`config.mk`:
```
export PLATFORM = sky130hd
export DESIGN_NAME = mole_round_engine
export DESIGN_NICKNAME = d
export VERILOG_FILES = /design/src/rtl/mole_round_engine.sv
export SDC_FILE = /design/constraint.sdc
export NUM_CORES = 1
export LEC_CHECK = 0
export ABC_AREA = 1
export CORE_UTILIZATION = 33
export DETAILED_ROUTE_END_ITERATION = 6
export PLACE_DENSITY = 0.56
export RECOVER_POWER = 25
export SYNTH_ARGS = -nofsm -noshare
export SYNTH_HDL_FRONTEND = slang
export SYNTH_SLANG_ARGS = --single-unit
```
`constraint.sdc`:
```
create_clock -name clock -period 3.9 [get_ports clock]
set_input_delay 0.39 -clock clock [delete_from_list [all_inputs] [get_ports clock]]
set_output_delay 0.39 -clock clock [all_outputs]
set_load 0.01 [all_outputs]
```
`src/rtl/mole_round_engine.sv`:
```
// mole_round_engine: whack-a-mole round sequencer.
// Each round draws a box from a free-running LFSR and opens a timed hit window.
// It then scores the correct hit, the wrong hit or the expiry (a miss). The
// level rises with play time, which halves the window and doubles the points
// per hit.
//
// Ports:
//   clock, reset   system clock, synchronous active-high reset
//   go             start a game from IDLE or GAME_OVER (level-sensitive)
//   hit_valid      one-cycle strobe from the box decoder
//   box_address    struck box index, qualified by hit_valid
//   board_out      one-hot active box, zero outside ACTIVE
//   round_start    pulse in the first ACTIVE cycle of a round
//   audio_en       pulse on a correct hit
//   score          saturating score, floored at zero
//   level          difficulty 1..3
//   misses         expired windows this game
//   game_over      high while in GAME_OVER
module mole_round_engine #(
   parameter int                NUM_BOXES   = 9,
   parameter int                BOX_AW      = 4,
   parameter int                SCORE_W     = 11,
   parameter int                LFSR_W      = 10,
   parameter logic [LFSR_W-1:0] LFSR_SEED   = LFSR_W'('h2A5),
   parameter int                WINDOW_BASE = 48_000_000,
   parameter int                LEVEL_TICKS = 20_000_000,
   parameter int                MAX_MISSES  = 5
) (
   input  logic                 clock,
   input  logic                 reset,
   input  logic                 go,
   input  logic                 hit_valid,
   input  logic [BOX_AW-1:0]    box_address,
   output logic [NUM_BOXES-1:0] board_out,
   output logic                 round_start,
   output logic                 audio_en,
   output logic [SCORE_W-1:0]   score,
   output logic [1:0]           level,
   output logic [3:0]           misses,
   output logic                 game_over
);

   typedef enum logic [2:0] {
      S_IDLE, S_SPAWN, S_ACTIVE, S_RESOLVE, S_GAME_OVER
   } state_t;

   // Maximal-length Fibonacci tap masks (bit n-1 for tap n), widths 4..16.
   function automatic logic [31:0] tap_mask(input int width);
      case (width)
         4:       return 32'h0000_000C;
         5:       return 32'h0000_0014;
         6:       return 32'h0000_0030;
         7:       return 32'h0000_0060;
         8:       return 32'h0000_00B8;
         9:       return 32'h0000_0110;
         11:      return 32'h0000_0500;
         12:      return 32'h0000_0829;
         13:      return 32'h0000_100D;
         14:      return 32'h0000_2015;
         15:      return 32'h0000_6000;
         16:      return 32'h0000_D008;
         default: return 32'h0000_0240;
      endcase
   endfunction

   function automatic logic [SCORE_W-1:0] sat_add(input logic [SCORE_W-1:0] a,
                                                 input logic [SCORE_W-1:0] b);
      logic [SCORE_W:0] sum;
      sum = {1'b0, a} + {1'b0, b};
      return sum[SCORE_W] ? '1 : sum[SCORE_W-1:0];
   endfunction

   function automatic logic [SCORE_W-1:0] floor_sub(input logic [SCORE_W-1:0] a,
                                                   input logic [SCORE_W-1:0] b);
      logic signed [SCORE_W:0] diff;
      diff = $signed({1'b0, a}) - $signed({1'b0, b});
      return diff[SCORE_W] ? '0 : diff[SCORE_W-1:0];
   endfunction

   localparam int                  WIN_W      = $clog2(WINDOW_BASE + 1);
   localparam int                  TICK_W     = (LEVEL_TICKS > 1) ? $clog2(LEVEL_TICKS) : 1;
   localparam logic [31:0]         TAP_MASK   = tap_mask(LFSR_W);
   localparam logic [LFSR_W-1:0]   TAPS       = TAP_MASK[LFSR_W-1:0];
   localparam logic [WIN_W-1:0]    WIN_BASE   = WIN_W'(WINDOW_BASE);
   localparam logic [TICK_W-1:0]   TICK_LAST  = TICK_W'(LEVEL_TICKS - 1);
   localparam logic [BOX_AW:0]     NO_BOX     = (BOX_AW + 1)'(NUM_BOXES);
   localparam logic [3:0]          MISS_LIMIT = 4'(MAX_MISSES);
   localparam logic [NUM_BOXES-1:0] ONE       = NUM_BOXES'(1);

   state_t                 state, state_nxt;
   logic [LFSR_W-1:0]      lfsr;
   logic [BOX_AW-1:0]      active_box, cand;
   logic [BOX_AW:0]        prev_box;   // one bit wider so NUM_BOXES can mean "none"
   logic [WIN_W-1:0]       win_cnt, win_load;
   logic [TICK_W-1:0]      play_tick;
   logic [SCORE_W-1:0]     points;
   logic                   cand_ok, hit_ok, hit_bad, expire, start, playing;
   logic [NUM_BOXES-1:0]   board_nxt;
   logic                   round_start_nxt, audio_nxt, game_over_nxt;

   assign cand     = lfsr[BOX_AW-1:0];
   assign cand_ok  = ({1'b0, cand} < NO_BOX) && ({1'b0, cand} != prev_box);
   assign hit_ok   = (state == S_ACTIVE) && hit_valid && (box_address == active_box);
   assign hit_bad  = (state == S_ACTIVE) && hit_valid && (box_address != active_box);
   // The counter is loaded with W-1, so reaching zero marks the W-th ACTIVE cycle.
   assign expire   = (state == S_ACTIVE) && (win_cnt == '0);
   assign start    = ((state == S_IDLE) || (state == S_GAME_OVER)) && go;
   assign playing  = (state == S_SPAWN) || (state == S_ACTIVE) || (state == S_RESOLVE);
   assign points   = SCORE_W'(1) << level;
   assign win_load = (WIN_BASE >> (level - 2'd1)) - WIN_W'(1);

   // State register
   always_ff @(posedge clock) begin
      if (reset) state <= S_IDLE;
      else       state <= state_nxt;
   end

   // Next-state logic
   always_comb begin
      state_nxt = state;
      case (state)
         S_IDLE:      if (go) state_nxt = S_SPAWN;
         S_SPAWN:     if (cand_ok) state_nxt = S_ACTIVE;
         S_ACTIVE:    if (hit_ok || expire) state_nxt = S_RESOLVE;
         S_RESOLVE:   state_nxt = (misses >= MISS_LIMIT) ? S_GAME_OVER : S_SPAWN;
         S_GAME_OVER: if (go) state_nxt = S_SPAWN;
         default:     state_nxt = S_IDLE;
      endcase
   end

   // Output logic, registered below so every output lines up with the state
   always_comb begin
      board_nxt       = '0;
      round_start_nxt = 1'b0;
      audio_nxt       = hit_ok;
      game_over_nxt   = (state_nxt == S_GAME_OVER);
      if ((state == S_SPAWN) && cand_ok) begin
         board_nxt       = ONE << cand;
         round_start_nxt = 1'b1;
      end else if ((state == S_ACTIVE) && (state_nxt == S_ACTIVE)) begin
         board_nxt = ONE << active_box;
      end
   end

   // Datapath and output registers
   always_ff @(posedge clock) begin
      if (reset) begin
         lfsr        <= LFSR_SEED;
         prev_box    <= NO_BOX;
         active_box  <= '0;
         win_cnt     <= '0;
         play_tick   <= '0;
         score       <= '0;
         level       <= 2'd1;
         misses      <= '0;
         board_out   <= '0;
         round_start <= 1'b0;
         audio_en    <= 1'b0;
         game_over   <= 1'b0;
      end else begin
         lfsr        <= {lfsr[LFSR_W-2:0], ^(lfsr & TAPS)};
         board_out   <= board_nxt;
         round_start <= round_start_nxt;
         audio_en    <= audio_nxt;
         game_over   <= game_over_nxt;
         if (start) begin
            // The play timer restarts with the game so level 1 lasts a full step.
            score     <= '0;
            level     <= 2'd1;
            misses    <= '0;
            play_tick <= '0;
         end else begin
            if (playing) begin
               if (play_tick == TICK_LAST) begin
                  play_tick <= '0;
                  if (level != 2'd3) level <= level + 2'd1;
               end else begin
                  play_tick <= play_tick + TICK_W'(1);
               end
            end
            if ((state == S_SPAWN) && cand_ok) begin
               active_box <= cand;
               prev_box   <= {1'b0, cand};
               win_cnt    <= win_load;
            end else if ((state == S_ACTIVE) && (win_cnt != '0)) begin
               win_cnt <= win_cnt - WIN_W'(1);
            end
            if (hit_ok)       score <= sat_add(score, points);
            else if (hit_bad) score <= floor_sub(score, points);
            // A correct hit in the last window cycle takes priority over the miss.
            if (expire && !hit_ok) misses <= misses + 4'd1;
         end
      end
   end

endmodule

```
==> results of run 1 <==
-- power groups by stage --
stage	registers, W	clock network [W]	logic [W]
after floorplan	0.00115	0	0.000660
after global placement	0.00116	0	0.000815
after detailed placement	0.00116	0	0.000817
after CTS	0.00114	0.000953	0.000822
after global routing	0.00115	0.000990	0.000947
final	0.00114	0.000918	0.000818
-- cell usage in the layout (no fill, tap or decap), types with 2 or more instances in the layout --
| master | instances |
|---|---|
| inv_2 | 6 |
| o21ai_0 | 44 |
| nand2_2 | 11 |
| fa_1 | 2 |
| nand3_2 | 3 |
| o21a_1 | 2 |
| nand4_1 | 28 |
| clkdlybuf4s50_1 | 18 |
| dfxtp_1 | 99 |
| inv_1 | 129 |
| nand3b_1 | 3 |
| nand3_1 | 47 |
| inv_6 | 2 |
| a211oi_1 | 2 |
| nor3_1 | 34 |
| clkbuf_1 | 2 |
| buf_4 | 3 |
| xnor2_1 | 4 |
| xor2_1 | 22 |
| nor2_4 | 4 |
| ha_1 | 19 |
| o21ai_1 | 4 |
| nor2_2 | 13 |
| nor2_1 | 88 |
| o211ai_1 | 18 |
| o21ai_2 | 2 |
| nor4_1 | 2 |
| clkbuf_16 | 9 |
| or2_2 | 5 |
| a21oi_1 | 51 |
| dlygate4sd3_1 | 18 |
| o21bai_1 | 4 |
| nand2_1 | 185 |
| clkinv_2 | 2 |
| a31oi_1 | 7 |
-- stage by stage --
step | hold WS (ps) | std cells
after floorplan | 388 | 872
after global placement | 391 | 1115
after detailed placement | 396 | 1115
after CTS | 407 | 1131
after global routing | 437 | 1131
final | 403 | 1131
-- registers in the layout (all words and copies together), names as in the netlist --
signal       cells
win_cnt         26
play_tick       25
score           11
lfsr            10
board_out        9
active_box       4
misses           4
state            3
level            2
prev_box         2
audio_en         1
game_over        1
round_start      1
-- worst reg2reg max path, delay by kind of cell, from the launching register on --
family                     cells  cell delay (ps)
adders and majority gates      2              560
buffers and inverters          3              360
DFF                            1              490
and+or+nand+nor                6              830
AOI/OAI and AO/OA              4              740
-- routing by layer --
| metal | GRT usage | routed length (µm) |
|---|---|---|
| met5 | 0 | 0 |
| met4 | 0.0637 | 283 |
| met3 | 0.0251 | 512 |
| met2 | 0.263 | 6340 |
| met1 | 0.227 | 7070 |
-- cells by family after synthesis --
| logic type | count (synthesis) | synth area share |
|---|---|---|
| compound gates | 139 | 0.135 |
| fa+ha+maj | 21 | 0.0471 |
| xor+xnor | 26 | 0.0386 |
| buf+inv | 158 | 0.108 |
| simple gates | 429 | 0.336 |
| flops | 99 | 0.336 |
-- worst max-delay path by stage --
stage | cells past startpoint | endpoint | slack, ps | startpoint
floorplan | 17 | score[3] | 1260 | level[0]
global placement | 15 | score[0] | 850 | level[0]
detailed placement | 15 | score[0] | 870 | level[0]
CTS | 15 | score[0] | 850 | level[0]
global route | 16 | score[1] | 530 | level[0]
finish | 15 | score[0] | 850 | level[0]
-- layout make-up --
class	instances	area, µm²	area share
multi-input cells	615	3280	0.486
repair buffers	41	390	0.0579
inverters	135	507	0.0752
clock buffers	9	225	0.0334
clock inverters	7	73.8	0.0110
flip-flops and latches	99	1980	0.294
well taps	225	282	0.0418
==> flow_metrics.tcl, run 1 <==
set metrics [dict create \
    clk_pin_slew_ps 70 \
    cts_num_sinks 99 \
    dr_total_vias 5466 \
    crit_slowest_cell "dfxtp_1" \
    post_drt_wl_per_cell_um 12.6 \
    end_kind "register" \
    ioPinCount 37 \
    clkPwrFrac 0.319 \
    p_leak_nw 3.11 \
    nets 930 \
    rr_startpoint "level[0]" \
    drcViolationCount 0 \
    p_int_w 0.00185 \
    portBuffers 36 \
    period_needed_ps 3050 \
    cp_cell_sequence "inv_1, ha_1, inv_1, ha_1, nor2_1, nand2_1, nand2_1, nand2_1, a21oi_1, nand3_1, nor2_1, inv_1, o21ai_0, o311ai_0, a21oi_1" \
    worst-path-buf-inv 3 \
    crit_arrival_ps 3320 \
    grt_max_degree 41 \
    htreeDepth 3 \
    syn2layout_area_growth_pct 14.2 \
    ir_drop_mv 0.191 \
    ys_ff_latch 99 \
    setup_violations 0 \
    grt_pass1_wl_um 24700 \
    cp_top_family "simple AND/OR/NAND/NOR gates" \
    pre_cts_ws_ps 871 \
    fmax_mhz 328 \
    nFillCells 1824 \
    synth_area_um2 5900 \
    drtAntennaViolNets 0 \
    skew_ps 8.62 \
    synthesis.nets 901 \
    yosysWarnings 0 \
    routabilityCongestion 0.859 \
    crit_path_start_kind "register" \
    synthTopCellsByArea "dfxtp_1, nand2_1, inv_1" \
    whs_endpoint "lfsr[8]" \
    p_sw_frac 0.356 \
    clock_latency_ps 350 \
    ys_types 44 \
    synth_cells 872 \
    cts.repair.resized 0 \
    via_per_inst 4.83 \
    synth_top_area_frac 0.336 \
    antenna_found_initial 0 \
    drt-total-wl_um 14200 \
    worst_slack_ps 854 \
    cts_hold_buf 0 \
    numCtsBuffers 9 \
    reg2reg_depth 15 \
    diodes 0 \
    worstSetupPathType "register to register" \
    drtIter0Drc 383 \
    yosysSeqAreaShare 0.336 \
    tightest_slew_ps 1330 \
    critPathMaxFanout 8 \
    critPathRequiredTime_ps 4180 \
    cts_tree "yes" \
    min_path_cells 2 \
    power_frac_seq 0.397 \
    synth.most_common_cell "nand2_1" \
    rsz0062_at_grt "false" \
    die_area_um2 18400 \
    slew_violations 0 \
    finalCritPeriodShare 0.781 \
    core_region_area_um2 17400 \
    pwr-share-comb 0.284 \
    netlist_top_cells_count "nand2_1, inv_1, dfxtp_1" \
    grt_pass1_vias 5210 \
    hpwl_um 10600 \
    regToRegSetupSlack_ps 850 \
    synth_edf_count 0 \
    cap_violations 0 \
    slew_headroom 0.115 \
    synth-async-reset-ratio 0 \
    initial_core_util 0.340 \
    fin_area_um2 6740 \
    cts-root-buf "clkbuf_16" \
    die_w_um 136 \
    placed_area_um2 6450 \
    outcome "finished clean" \
    synth_area_per_cell_um2 6.76 \
    hold_violations 0 \
    hp-start "lfsr[7]" \
    ys.flop_type "dfxtp_1" \
    synthDominantAreaCellType "dfxtp_1" \
    setup_tns_ps 0 \
    slowest_delay_ps 490 \
    die_h_um 136 \
    dr.pass1.iters 5 \
    post_cts_buffers 0 \
    grt-ovfl-total 0 \
    reg2reg_to "score[0]" \
    p_per_area_nw_per_um2 427 \
    globalRouteTotalUtil 0.166 \
    total_power_w 0.00288 \
    rows 48 \
    cts.path.max_buffers 2 \
    hold_class "register to register" \
    layout-drive-gt1-share 0.0740 \
    power.switching_w 0.00102 \
    finish.utilization 0.388 \
]
Note: power is estimated with default switching activity, not from simulation.
==> inputs of run 2 (changes only) <==
--- a/config.mk
+++ b/config.mk
@@ -8,7 +8,7 @@
 export ABC_AREA = 1
 export CORE_UTILIZATION = 33
 export DETAILED_ROUTE_END_ITERATION = 6
-export PLACE_DENSITY = 0.56
+export PLACE_DENSITY = 0.58
 export RECOVER_POWER = 25
 export SYNTH_ARGS = -nofsm -noshare
 export SYNTH_HDL_FRONTEND = slang
==> constraint.sdc (replaced) <==
create_clock -name clock -period 2.58 [get_ports clock]
set_input_delay 0.258 -clock clock [delete_from_list [all_inputs] [get_ports clock]]
set_output_delay 0.258 -clock clock [all_outputs]
set_load 0.01 [all_outputs]
==> flow_metrics.tcl, run 2 (synthesis gave the netlist of run 1 again) <==
set metrics [dict create \
    outcome "finished clean" \
    grt_pass1_vias 5078 \
    hold_violations 0 \
    htreeDepth 3 \
    cts-root-buf "clkbuf_16" \
    fmax_mhz 412 \
    period_needed_ps 2420 \
    critPathRequiredTime_ps 2830 \
    portBuffers 36 \
    grt-ovfl-total 0 \
    pre_cts_ws_ps 40.8 \
    dp_cells 1134 \
    rr_startpoint "level[0]" \
    nets 954 \
    cts_num_sinks 99 \
    die_area_um2 18400 \
    final_cell_mix "nand2_1, inv_1, dfxtp_1, nor2_1, a21oi_1" \
    stdcell_count 1155 \
    worst_slack_ps 156 \
    min_path_cells 2 \
    timing.hold.ws_ps 401 \
    rsz0062_at_grt "true" \
    post_drt_wl_per_cell_um 12.7 \
    clock_latency_ps 350 \
    reg2reg_to "score[5]" \
    dr.pass1.iters 5 \
    p_per_area_nw_per_um2 644 \
    critPathMaxFanout 5 \
    via_per_inst 4.79 \
    grt_pass1_wl_um 24400 \
    largest_reg_flops 26 \
    core_region_area_um2 17400 \
    routabilityCongestion 0.853 \
    worstSetupPathType "register to register" \
    tightest_slew_ps 1370 \
    slew_headroom 0.0857 \
    top_register "win_cnt" \
    hold_class "register to register" \
    slew_violations 0 \
    reg2reg_depth 15 \
    syn2layout_area_growth_pct 18.9 \
    crit_arrival_ps 2670 \
    finalCritPeriodShare 0.940 \
    hp-start "lfsr[7]" \
    globalRouteTotalUtil 0.166 \
    total_power_w 0.00452 \
    crit_path_start_kind "register" \
    layout_commonest_cell "nand2_1" \
    dr_total_vias 5535 \
    numCtsBuffers 9 \
    cts_hold_buf 0 \
    diodes 0 \
    grt_max_degree 33 \
    drtAntennaViolNets 0 \
    drcViolationCount 0 \
    cts.path.max_buffers 2 \
    clk_pin_slew_ps 70 \
    cap_violations 0 \
    whs_endpoint "lfsr[8]" \
    cts_tree "yes" \
    ioPinCount 37 \
    drt-total-wl_um 14600 \
    rows 48 \
    top_regs "win_cnt: 26 flops, play_tick: 25 flops, score: 11 flops" \
    die_w_um 136 \
    setup_violations 0 \
    regToRegSetupSlack_ps 160 \
    ir_drop_mv 0.316 \
    hpwl_um 10800 \
    drtIter0Drc 357 \
    initial_core_util 0.340 \
    placed_area_um2 6620 \
    end_kind "register" \
    skew_ps 12.8 \
    fin_area_um2 7010 \
    p_leak_nw 3.24 \
    antenna_found_initial 0 \
    die_h_um 136 \
    layout-drive-gt1-share 0.114 \
]
run 2: cell types whose count changed in the layout (fill, tap and decap cells not counted), sizes merged:
cell           delta
buf              +23
nand3             +1
dlygate4sd3       -1
inv               -1
clkdlybuf4s50     +1
bufinv            +1
clkinvlp          -1
clkbuf            +1
run 2: layout make-up:
| class | instances | area [µm²] |
|---|---|---|
| Clock buffer | 10 | 229 |
| Clock inverter | 6 | 87.6 |
| Fill cell | 1802 | 10300 |
| Inverter | 135 | 507 |
| Multi-Input combinational cell | 616 | 3330 |
| Sequential cell | 99 | 1980 |
| Tap cell | 225 | 282 |
| Timing Repair Buffer | 64 | 588 |
run 2: stage by stage:
step                       util  setup TNS [ps]
after global routing      0.404            -238
after detailed placement  0.381               0
after global placement    0.381               0
final                     0.404               0
after floorplan               -               0
after CTS                 0.400               0
run 2: metal layers:
| layer | wire (µm) | share of wire | GRT usage | up-vias |
|---|---|---|---|---|
| met3 | 477 | 0.033 | 0.0273 | 22 |
| li1 | - | - | - | 2937 |
| met2 | 6730 | 0.46 | 0.267 | 89 |
| met5 | 0 | 0 | 0 | - |
| met4 | 231 | 0.016 | 0.0643 | 0 |
| met1 | 7200 | 0.49 | 0.220 | 2487 |
run 2: repair_timing:
item	4_1_cts	5_1_grt
hold endpoints to repair	0	0
setup endpoints to repair	0	23
gates resized for setup	0	18
setup buffers	0	4
run 2: worst max path at each step:
stage / from / to / slack, ps / depth (start not counted)
3_3_place_gp: level[1] / score[3] / 60 / 16
5_1_grt: level[0] / score[10] / -60 / 17
3_5_place_dp: level[0] / score[10] / 40 / 17
4_1_cts: level[0] / score[10] / 20 / 17
6_report: level[0] / score[5] / 160 / 15
2_1_floorplan: level[0] / score[0] / 100 / 16
run 2: where the power goes:
part | leakage (nW) | internal [W] | total (W) | switching [W]
logic | 2.27 | 0.000469 | 0.00132 | 0.000849
clock network | 0.157 | 0.000853 | 0.00147 | 0.000619
registers | 0.806 | 0.00163 | 0.00172 | 0.0000913
run 2: critical path: stages, from the launching register on:
cell      delay (ps)
dfxtp_2          340
inv_2             90
ha_1             190
inv_1             50
ha_1             320
nand3_1          130
nand3_1           80
nand2_1          100
nand2_1          100
nor3_2           210
inv_1            110
o21ai_4          200
buf_4            160
o211ai_1          80
o211ai_1          90
inv_1             50
==> inputs of run 3 (changes only) <==
--- a/config.mk
+++ b/config.mk
@@ -6,9 +6,10 @@
 export NUM_CORES = 1
 export LEC_CHECK = 0
 export ABC_AREA = 1
-export CORE_UTILIZATION = 33
+export CAP_MARGIN = 20
+export CORE_UTILIZATION = 25
 export DETAILED_ROUTE_END_ITERATION = 6
-export PLACE_DENSITY = 0.58
+export PLACE_DENSITY = 0.49
 export RECOVER_POWER = 25
 export SYNTH_ARGS = -nofsm -noshare
 export SYNTH_HDL_FRONTEND = slang
==> flow_metrics.tcl, run 3 (synthesis gave the netlist of run 1 again) <==
set metrics [dict create \
    period_needed_ps 2440 \
    rsz0062_at_grt "true" \
    layout-drive-gt1-share 0.127 \
    rr_startpoint "level[0]" \
    power_frac_seq 0.373 \
    initial_core_util 0.257 \
    hold_class "register to register" \
    pre_cts_ws_ps 33.6 \
    hpwl_um 11400 \
    crit_arrival_ps 2690 \
    worst_slack_ps 141 \
    setup_tns_ps 0 \
    path_depth 14 \
    routabilityCongestion 0.818 \
    die_area_um2 24200 \
    die_w_um 156 \
    globalRouteTotalUtil 0.128 \
    slew_violations 0 \
    end_kind "register" \
    antenna_found_initial 0 \
    skew_ps 8.94 \
    cts.path.max_buffers 2 \
    cts_num_sinks 99 \
    p_per_area_nw_per_um2 640 \
    ioPinCount 37 \
    tightest_slew_ps 1410 \
    p_leak_nw 3.29 \
    grt_pass1_vias 5105 \
    htreeDepth 3 \
    drt-total-wl_um 15300 \
    drtAntennaViolNets 0 \
    largest_reg_flops 26 \
    core_region_area_um2 22900 \
    worst-path-buf-inv 6 \
    ir_drop_mv 0.310 \
    grt_pass1_wl_um 25100 \
    drtIter0Drc 298 \
    dr.pass1.iters 6 \
    crit_path_start_kind "register" \
    cts_tree "yes" \
    via_per_inst 4.35 \
    cp_cell_sequence "buf_4, ha_1, inv_1, ha_1, nand2_1, nand2_1, nor3_4, inv_1, o21ai_4, buf_4, buf_4, o211ai_1, o211ai_1, inv_1" \
    slowest_delay_ps 350 \
    nFillCells 2485 \
    layout_commonest_cell "nand2_1" \
    cp_top_family "buffers and inverters" \
    clk_pin_slew_ps 70 \
    drcViolationCount 0 \
    clock_latency_ps 350 \
    setup_violations 0 \
    multi_input_area_um2 3350 \
    grt_max_degree 40 \
    critPathMaxFanout 5 \
    top_register "win_cnt" \
    diodes 0 \
    dr_total_vias 5455 \
    cts_hold_buf 0 \
    numCtsBuffers 9 \
    min_path_cells 2 \
    finalCritPeriodShare 0.945 \
    nets 964 \
    outcome "finished clean" \
    final_cell_mix "nand2_1, inv_1, dfxtp_1, nor2_1, a21oi_1" \
    hp-start "lfsr[7]" \
    clkPwrFrac 0.336 \
    top_regs "win_cnt: 26 flops, play_tick: 25 flops, score: 11 flops" \
    p_int_w 0.00305 \
    hold_violations 0 \
    post_drt_wl_per_cell_um 12.2 \
    crit_slowest_cell "dfxtp_2" \
    fmax_mhz 410 \
    p_sw_frac 0.340 \
    cap_violations 0 \
    critPathRequiredTime_ps 2830 \
    grt-ovfl-total 0 \
    slew_headroom 0.0570 \
    die_h_um 156 \
    crit_start "level[0]" \
    cts-root-buf "clkbuf_16" \
    syn2layout_area_growth_pct 22.5 \
    power.switching_w 0.00157 \
    reg2reg_depth 14 \
    rows 55 \
    pwr-share-comb 0.290 \
    portBuffers 36 \
    worstSetupPathType "register to register" \
    regArea_um2 1990 \
]
-- run 3: cell count changes in the layout (fill, tap and decap cells not counted), sizes merged --
cell           change
buf               +10
clkbuf             +2
clkdlybuf4s50      +2
clkinv             -3
dlygate4sd3        -2
inv                +1
-- run 3: per-layer routing --
layer,vias to the layer above,part of all wire,global-route usage
met1,2436,0.51,0.169
met4,0,0.011,0.0401
met3,11,0.031,0.0206
met2,69,0.45,0.214
li1,2939,-,-
met5,-,0,0
-- run 3: cell type report --
cell class	instances	area share
clock buffer	12	0.0369
clock inverter	4	0.0107
inverter	135	0.0701
multi-input combinational	616	0.463
sequential	99	0.275
tap	313	0.0542
timing repair buffer	74	0.0900
-- run 3: worst reg2reg max path: stages (launching register included) --
cell	delay (ps)
dfxtp_2	350
buf_4	150
ha_1	230
inv_1	60
ha_1	340
nand2_1	110
nand2_1	130
nor3_4	210
inv_1	110
o21ai_4	180
buf_4	140
buf_4	100
o211ai_1	90
o211ai_1	90
inv_1	50
-- run 3: power by group through the flow --
stage | sequential [W] | combinational, W | clock (W)
after global routing | 0.00174 | 0.00153 | 0.00167
after floorplan | 0.00173 | 0.000998 | 0
after detailed placement | 0.00176 | 0.00131 | 0
final | 0.00173 | 0.00134 | 0.00155
after global placement | 0.00176 | 0.00131 | 0
after CTS | 0.00172 | 0.00132 | 0.00160
-- run 3: what timing repair did --
action | 4_1_cts | 5_1_grt
hold endpoints to repair | 0 | 0
gates resized for setup | 0 | 19
endpoints found under the setup margin | 0 | 23
buffers inserted | 0 | 5
-- run 3: final timing paths --
check	endpoint	slack [ps]
hold / removal	lfsr[8]	400
setup / recovery	score[7]	140
setup reg to reg	score[7]	140
hold reg to reg	lfsr[8]	400
-- run 3: through the flow --
step                total power (W)  area, µm²  hold slack [ps]  std cells  utilization
floorplan                   0.00273       5900              342        872            -
global placement            0.00307       6790              389       1231        0.296
detailed placement          0.00307       6790              394       1231        0.296
CTS                         0.00464       7130              404       1247        0.311
global route                0.00494       7230              414       1253        0.315
finish                      0.00462       7230              403       1253        0.315
